--- src/rtl/bot_intr_pkg.sv ---
// Shared definitions for the Rojobot interrupt controller: FSM states,
// source indices, default port addresses and cause-register layout.
package bot_intr_pkg;

    typedef enum logic [1:0] {
        IDLE    = 2'd0,
        ASSERT  = 2'd1,
        SERVICE = 2'd2
    } intr_state_e;

    localparam int NUM_SRC  = 3;
    localparam int SRC_UPD  = 0;
    localparam int SRC_BTN  = 1;
    localparam int SRC_TICK = 2;

    localparam logic [7:0] PORT_CAUSE_DEF = 8'h0E;
    localparam logic [7:0] PORT_MASK_DEF  = 8'h0F;

    // Cause read layout: {any_other_pending, ovr[2:0], 1'b0, cause[2:0]}
    localparam int CAUSE_ANY_BIT  = 7;
    localparam int CAUSE_OVR_LSB  = 4;
    localparam int CAUSE_SRC_LSB  = 0;
    localparam int EOI_CLR_LSB    = 4;

    // Fixed priority: lowest index wins, result is one-hot (or zero).
    function automatic logic [NUM_SRC-1:0] prio_pick(input logic [NUM_SRC-1:0] req);
        logic [NUM_SRC-1:0] gnt;
        gnt = '0;
        for (int i = NUM_SRC - 1; i >= 0; i--) begin
            if (req[i]) gnt = NUM_SRC'(1) << i;
        end
        return gnt;
    endfunction

endpackage

--- src/rtl/bot_intr_ctrl_tick.sv ---
// Periodic tick source: free-running counter 0..TICK_DIV-1, one-cycle
// pulse while the counter sits at its terminal value.
module intr_tick_gen #(
    parameter int TICK_DIV = 100000
) (
    input  logic clk,
    input  logic reset,
    output logic tick
);

    localparam int CW = (TICK_DIV > 2) ? $clog2(TICK_DIV) : 1;

    logic [CW-1:0] cnt_q;
    logic          wrap;

    assign wrap = (cnt_q == CW'(TICK_DIV - 1));
    assign tick = wrap;

    // Counter advances every clock and folds back to 0 after the terminal count.
    always_ff @(posedge clk or negedge reset) begin
        if (!reset) cnt_q <= '0;
        else        cnt_q <= wrap ? '0 : cnt_q + 1'b1;
    end

endmodule

--- src/rtl/bot_intr_ctrl.sv ---
// Interrupt controller for the Rojobot PicoBlaze: merges bot update,
// button-rise and timer-tick events onto the single KCPSM6 interrupt
// line, with mask, cause/overrun reporting and firmware EOI.
module bot_intr_ctrl
    import bot_intr_pkg::*;
#(
    parameter int          TICK_DIV   = 100000,
    parameter logic [7:0]  PORT_CAUSE = PORT_CAUSE_DEF,
    parameter logic [7:0]  PORT_MASK  = PORT_MASK_DEF
) (
    input  logic       clk,
    input  logic       reset,
    input  logic       upd_sysregs,
    input  logic [3:0] db_btns,
    input  logic [7:0] port_id,
    input  logic [7:0] out_port,
    input  logic       write_strobe,
    input  logic       read_strobe,
    input  logic       interrupt_ack,
    output logic       interrupt,
    output logic [7:0] rd_data,
    output logic       rd_sel
);

    intr_state_e        state_q;
    logic               interrupt_q;
    logic [NUM_SRC-1:0] pending_q, pending_d;
    logic [NUM_SRC-1:0] ovr_q, ovr_d;
    logic [NUM_SRC-1:0] mask_q;
    logic [NUM_SRC-1:0] cause_q;
    logic [3:0]         btn_q;

    logic               tick;
    logic [NUM_SRC-1:0] ev;
    logic [NUM_SRC-1:0] pm;
    logic [NUM_SRC-1:0] grant;
    logic [NUM_SRC-1:0] eoi_clr;
    logic               wr_mask, wr_eoi;
    logic               sel_cause, sel_mask;
    logic               unused_ok;

    intr_tick_gen #(.TICK_DIV(TICK_DIV)) u_tick (
        .clk   (clk),
        .reset (reset),
        .tick  (tick)
    );

    assign ev[SRC_UPD]  = upd_sysregs;
    assign ev[SRC_BTN]  = |(db_btns & ~btn_q);
    assign ev[SRC_TICK] = tick;

    assign pm        = pending_q & mask_q;
    assign sel_cause = (port_id == PORT_CAUSE);
    assign sel_mask  = (port_id == PORT_MASK);
    assign wr_mask   = write_strobe && sel_mask;
    assign wr_eoi    = write_strobe && sel_cause;
    assign eoi_clr   = wr_eoi ? out_port[EOI_CLR_LSB +: NUM_SRC] : '0;

    // Grant happens only on an ack taken in ASSERT with something still unmasked.
    assign grant = (state_q == ASSERT && interrupt_ack && |pm) ? prio_pick(pm) : '0;

    // Pending/overrun next state: a new event beats the grant clear on the
    // same source, and a clear-then-set is not an overrun.
    always_comb begin
        pending_d = (pending_q & ~grant) | ev;
        ovr_d     = (ovr_q & ~eoi_clr) | (ev & pending_q & ~grant);
    end

    // Source bookkeeping: button history, pending, overrun and mask.
    always_ff @(posedge clk or negedge reset) begin
        if (!reset) begin
            btn_q     <= '0;
            pending_q <= '0;
            ovr_q     <= '0;
            mask_q    <= 3'b001;
        end else begin
            btn_q     <= db_btns;
            pending_q <= pending_d;
            ovr_q     <= ovr_d;
            if (wr_mask) mask_q <= out_port[NUM_SRC-1:0];
        end
    end

    // Request/ack/EOI handshake with registered interrupt and cause.
    always_ff @(posedge clk or negedge reset) begin
        if (!reset) begin
            state_q     <= IDLE;
            interrupt_q <= 1'b0;
            cause_q     <= '0;
        end else begin
            case (state_q)
                IDLE: begin
                    if (|pm) begin
                        state_q     <= ASSERT;
                        interrupt_q <= 1'b1;
                    end
                end
                ASSERT: begin
                    if (!(|pm)) begin
                        state_q     <= IDLE;
                        interrupt_q <= 1'b0;
                    end else if (interrupt_ack) begin
                        state_q     <= SERVICE;
                        interrupt_q <= 1'b0;
                        cause_q     <= grant;
                    end
                end
                SERVICE: begin
                    if (wr_eoi) state_q <= IDLE;
                end
                default: begin
                    state_q     <= IDLE;
                    interrupt_q <= 1'b0;
                end
            endcase
        end
    end

    assign interrupt = interrupt_q;

    // Read mux; rd_sel is qualified by read_strobe so the bus mux only
    // claims in_port during an actual read of one of our ports.
    always_comb begin
        rd_data = '0;
        if (sel_cause) begin
            rd_data[CAUSE_ANY_BIT]                  = |pm;
            rd_data[CAUSE_OVR_LSB +: NUM_SRC]       = ovr_q;
            rd_data[CAUSE_SRC_LSB +: NUM_SRC]       = cause_q;
        end else if (sel_mask) begin
            rd_data[NUM_SRC-1:0] = mask_q;
        end
    end

    assign rd_sel = read_strobe && (sel_cause || sel_mask);

    assign unused_ok = ^{out_port[7], out_port[3]};

endmodule
--- config.mk ---
export PLATFORM = sky130hd
export DESIGN_NAME = bot_intr_ctrl
export DESIGN_NICKNAME = d
export VERILOG_FILES = /design/src/rtl/bot_intr_pkg.sv /design/src/rtl/bot_intr_ctrl_tick.sv /design/src/rtl/bot_intr_ctrl.sv
export SDC_FILE = /design/constraint.sdc
export NUM_CORES = 1
export LEC_CHECK = 0
export CAP_MARGIN = 20
export CORE_UTILIZATION = 45
export DETAILED_ROUTE_END_ITERATION = 6
export GPL_ROUTABILITY_DRIVEN = 0
export MAX_ROUTING_LAYER = met4
export PLACE_DENSITY = 0.75
export SLEW_MARGIN = 20
export SYNTH_ARGS = -nofsm -noshare
export SYNTH_HDL_FRONTEND = slang
export SYNTH_HIERARCHICAL = 1
export SYNTH_SLANG_ARGS = --single-unit
--- constraint.sdc ---
create_clock -name clk -period 1.9 [get_ports clk]
set_input_delay 0.38 -clock clk [delete_from_list [all_inputs] [get_ports clk]]
set_output_delay 0.38 -clock clk [all_outputs]
set_load 0.05 [all_outputs]
# [Yosys cells after proc, flatten, opt, wreduce, memory -nomap -nowiden]
# Cells that the tools add are included.
[word_totals] ff_bits=36 in_bits=26 out_inout_bits=10 wordCells=59
[op_classes] n_addsub=1 n_eq_ne=8 n_mux=18 bitwise=12 reduce_logical=12
[ops] cell="3-bit 2-to-1 mux" n=7
[ops] cell="17-bit by 1-bit adder with 17-bit output (second input constant)" n=1
[ops] cell="17-bit == test (second input constant)" n=1
[ops] cell="17-bit 2-to-1 mux" n=1
[ops] cell="8-bit by 4-bit == test with 1-bit output (second input constant)" n=2
[ops] cell="3-bit AND" n=5
[ops] cell="3-bit AND reduction" n=3
[ops] cell="2-bit 2-to-1 mux" n=4
[ops] cell="3-bit NOT" n=2
[ops] cell="3-bit bitwise OR" n=2
[ops] cell="2-bit one-hot mux with 3 select lines" n=1
[ops] cell="1-bit logical AND" n=5
[ops] cell="4-bit AND" n=1
[ops] cell="4-bit 2-to-1 mux" n=1
[ops] cell="2-bit inequality test (second input constant)" n=2
[ops] cell="4-bit NOT" n=1
[ops] cell="4-bit OR reduction" n=1
[ops] cell="1-bit 2-to-1 mux" n=3
[ops] cell="3-bit inequality test (second input constant)" n=1
[ops] cell="1-bit one-hot mux with 3 select lines" n=1
[ops] cell="3-bit OR reduction" n=1
[ops] cell="2-bit by 1-bit == test with 1-bit output (second input constant)" n=1
[ops] cell="2-bit == test (second input constant)" n=1
[ops] cell="2-bit zero test" n=1
[ops] cell="2 further kinds" n=2

# [Depth between registers and ports, before layout]
[depth] ltp_word=8 depth_mapped=5 ltp_nobuf=5

# [By module]
# The synthesis kept the hierarchy.
[modules_own_cells] module="bot_intr_ctrl" instances=1 cells_per_inst=86 area_each_um2=917.1 seq_area_each_um2=476.7
[modules_own_cells] module="intr_tick_gen" instances=1 cells_per_inst=74 area_each_um2=793.3 seq_area_each_um2=425.4

# [Least setup slack after synthesis]
# OpenSTA, ideal clock, no wires.
[synth_path] path_type="in2out" start="input port port_id[5]" end="output port rd_data[7]" arrival_ps=2156 required_ps=1520 path_slack_ps=-636 stages=3 path_buffers=1 cell_sequence="or4_1 buf_6 nor3_1"
[synth_via] elab_chain_cells=2
[synth_rtl] item="start: declaration" line="bot_intr_ctrl.sv:15" rtl="input logic [7:0] port_id,"
[synth_rtl] item="8-bit by 4-bit == test with 1-bit output" line="bot_intr_ctrl.sv:53" rtl="assign sel_cause = (port_id == PORT_CAUSE);"
[synth_rtl] item="4-bit 2-to-1 mux" line="bot_intr_ctrl.sv:125" rtl="if (sel_cause) begin"
[synth_rtl] item="end: declaration" line="bot_intr_ctrl.sv:21" rtl="output logic [7:0] rd_data,"
# Every way passes these cells.

# [Worst setup path in the final report]
[layout_path] start="input port port_id[7]" end="output port rd_data[0]"
[layout_via] elab_chain_cells=3 word_cells_on_any_way=4 classes_between="eq/ne: 2; mux: 2"
[layout_rtl] item="8-bit by 4-bit == test with 1-bit output" line="bot_intr_ctrl.sv:54" rtl="assign sel_mask = (port_id == PORT_MASK);"
[layout_rtl] item="3-bit 2-to-1 mux" line="bot_intr_ctrl.sv:129" rtl="end else if (sel_mask) begin"
[layout_rtl] item="3-bit 2-to-1 mux *" line="bot_intr_ctrl.sv:125"
# Mark *: on every way between the ends. The rest lies on a longest branch, timed or not.

==> flow_metrics.py <==
metrics = {
    "synth": {
        "syn_area_um2": 1710,
        "synth_edf_count": 0,
        "synth_seq_cells": 36,
        "synth_common_cells": "dfrtp_1, nor2_1, nand2_1",
        "synth_area_leaders": "dfrtp_1, xnor2_1, nor2_1",
        "synth.largest_area_cell": "dfrtp_1",
        "syn_area_per_cell_um2": 10.7,
        "yosysTopAreaCellShare": 0.512,
        "async_flop_share": 1.00,
        "yosysUniqueCellTypes": 47,
        "synth_fp_nets": 187,
        "syn-instance-count": 160,
        "seq_area_frac_synth": 0.527,
        "yosysMostFrequentCell": "dfrtp_1",
        "yosysWarnings": 6,
        "ys.flop_type": "dfrtp_1",
    },
    "timing": {
        "setup_viol": 13,
        "slew_violations": 0,
        "setup_ws_ns": -0.0590,
        "finalCritPeriodShare": 1.03,
        "finalHoldViolCount": 0,
        "rsz0062_at_grt": "yes",
        "fmax_ghz": 0.510,
        "fin_skew_ns": 0.00352,
        "min_period_ns": 1.96,
    },
    "drt": {
        "drtIter0Drc": 43,
        "wl_met1_um": 1470,
        "vias": 1377,
        "routed-wl-met3_um": 146,
        "routed.top_layer": "met4",
        "drt.antenna.violating_nets": 0,
        "dr_wl_met2_um": 1970,
        "wl_um": 3650,
        "drc": 0,
        "vias_per_cell": 5.22,
        "wl_per_cell_um": 13.8,
        "first_pass_iters": 4,
    },
    "outcome": {
        "status": "finished, violations left",
        "violations": "setup timing",
    },
    "setup_path": {
        "crit_required_ns": 1.52,
        "arrival_ns": 1.58,
        "setup.worst_path.class": "in2out",
        "crit_fanout": 4,
        "start_kind": "input pin",
        "end_kind": "output pin",
    },
    "global_route": {
        "gr-usage-all-layers": 0.211,
        "grt_overflow": 0,
        "grt_pass1_wl_um": 6270,
        "grt_start_max_net_pins": 37,
        "antenna_found_initial": 0,
        "grt_pass1_vias": 1466,
    },
    "clock_network": {
        "numCtsBuffers": 5,
        "clk_pin_slew_ns": 0.07,
        "insertion_delay_ns": 0.29,
        "cts.path.max_buffers": 2,
        "cts_hold_repair.buffers": 0,
        "cts_tree": "built",
        "root_buffer": "clkbuf_8",
        "htree_levels": 2,
        "cts_sinks": 36,
    },
    "floorplanning": {
        "io_pins": 36,
        "die_area_um2": 4050,
        "core_area_um2": 3660,
        "dieHeight_um": 63.7,
        "initial_core_util": 0.467,
        "die_w_um": 63.7,
        "row_count": 22,
    },
    "worst_hold_path": {
        "holdCritPathClass": "reg2reg",
    },
    "cells_and_area": {
        "fin_util": 0.669,
        "nets": 242,
        "fin_cells": 264,
        "area_growth_pct": 43.2,
        "drive_gt1_frac": 0.301,
        "antenna_cells": 0,
    },
    "pwr": {
        "power_mw": 1.60,
        "leakagePower_nw": 1.06,
        "power_density_nw_per_um2": 655,
        "vdd_drop_max_mv": 0.471,
    },
    "job": {
        "max_cap_viol_count": 0,
    },
    "placed_design": {
        "portBuffers": 32,
        "dp_hpwl_um": 2740,
        "dp_cells": 254,
    },
}
==> cell usage in the layout (no fill, tap or decap), drive strengths merged, types with 2 or more instances in the layout <==
cell type	synthesis	routed
a21o	2	2
nand3	5	5
or2	2	2
clkinv	0	2
o21ai	3	3
nand2	15	15
nor3	6	6
xor2	5	5
dfrtp	35	35
and2	3	3
nor2b	4	4
clkdlybuf4s50	0	16
clkbuf	1	6
mux2i	3	3
o31a	2	2
dlygate4sd2	0	4
nor4	2	2
a31oi	2	2
mux2	3	3
buf	2	30
nand4	4	4
xnor2	9	9
inv	7	7
and4	2	2
o31ai	2	2
nor2	18	18
or4	4	4
==> kinds of logic after synthesis <==
family	count (synthesis)	share of synthesized area
other cells	1	0.00219
flops	36	0.527
buf+inv	10	0.0285
mux	6	0.0373
xor+xnor	14	0.0717
simple gates	70	0.227
fa+ha+maj	1	0.00731
compound gates	22	0.0988
==> timing repair <==
action                                  4_1_cts  5_1_grt
gates cloned                                  0        0
pin swaps                                     6        4
buffers inserted                              2        0
gates resized for setup                      17        8
endpoints found under the setup margin       19       19
==> final timing paths <==
kind,startpoint,to,slack [ns],cells past startpoint
min in group asynchronous,reset,interrupt,0.51,2
worst max-delay path,port_id[7],rd_data[0],-0.06,5
worst min-delay path,u_tick/cnt_q[0],u_tick/cnt_q[0],0.49,1
max in group asynchronous,reset,mask_q[0],1.04,2
worst min register to register,u_tick/cnt_q[0],u_tick/cnt_q[0],0.49,1
worst max register to register,u_tick/cnt_q[11],u_tick/cnt_q[15],-0.03,5
==> where the power goes <==
| group | internal, mW | total (mW) | switching, mW |
|---|---|---|---|
| combinational | 0.104 | 0.224 | 0.120 |
| clock | 0.289 | 0.553 | 0.264 |
| sequential | 0.801 | 0.826 | 0.0256 |
==> state kept, by name (all words and copies together), names as in the netlist <==
name          cells
state_q           2
interrupt         1
cause_q           3
u_tick/cnt_q     17
pending_q         3
ovr_q             3
mask_q            3
btn_q             4
==> area by class of cell <==
| class | count | area, um2 |
|---|---|---|
| Multi-Input combinational cell | 114 | 832 |
| Timing Repair Buffer | 51 | 536 |
| Clock inverter | 2 | 10.0 |
| Tap cell | 48 | 60.1 |
| Sequential cell | 36 | 902 |
| Fill cell | 293 | 1210 |
| Inverter | 7 | 26.3 |
| Clock buffer | 6 | 82.6 |
==> stage by stage <==
| step | setup WS, ns | cell area [um2] | hold slack [ns] | setup TNS (ns) |
|---|---|---|---|---|
| 4_1_cts | -0.114 | 2420 | 0.480 | -0.504 |
| 6_report | -0.0590 | 2450 | 0.488 | -0.358 |
| 3_3_place_gp | -0.380 | 2330 | 0.463 | -4.36 |
| 5_1_grt | -0.100 | 2450 | 0.511 | -1.35 |
| 2_1_floorplan | -0.0735 | 1760 | 0.0844 | -0.337 |
| 3_5_place_dp | -0.406 | 2330 | 0.470 | -4.56 |
==> routing by layer <==
metal,GRT usage,vias up
met4,0.102,0
met1,0.212,667
met5,-,-
li1,-,672
met3,0.0543,8
met2,0.375,30
==> worst max-delay path, stage by stage <==
cell and delay, ns:
buf_6 0.09, or4_4 0.55, or2_4 0.30, nor2_4 0.12, buf_12 0.14
Power figures use the tool's default switching activity.
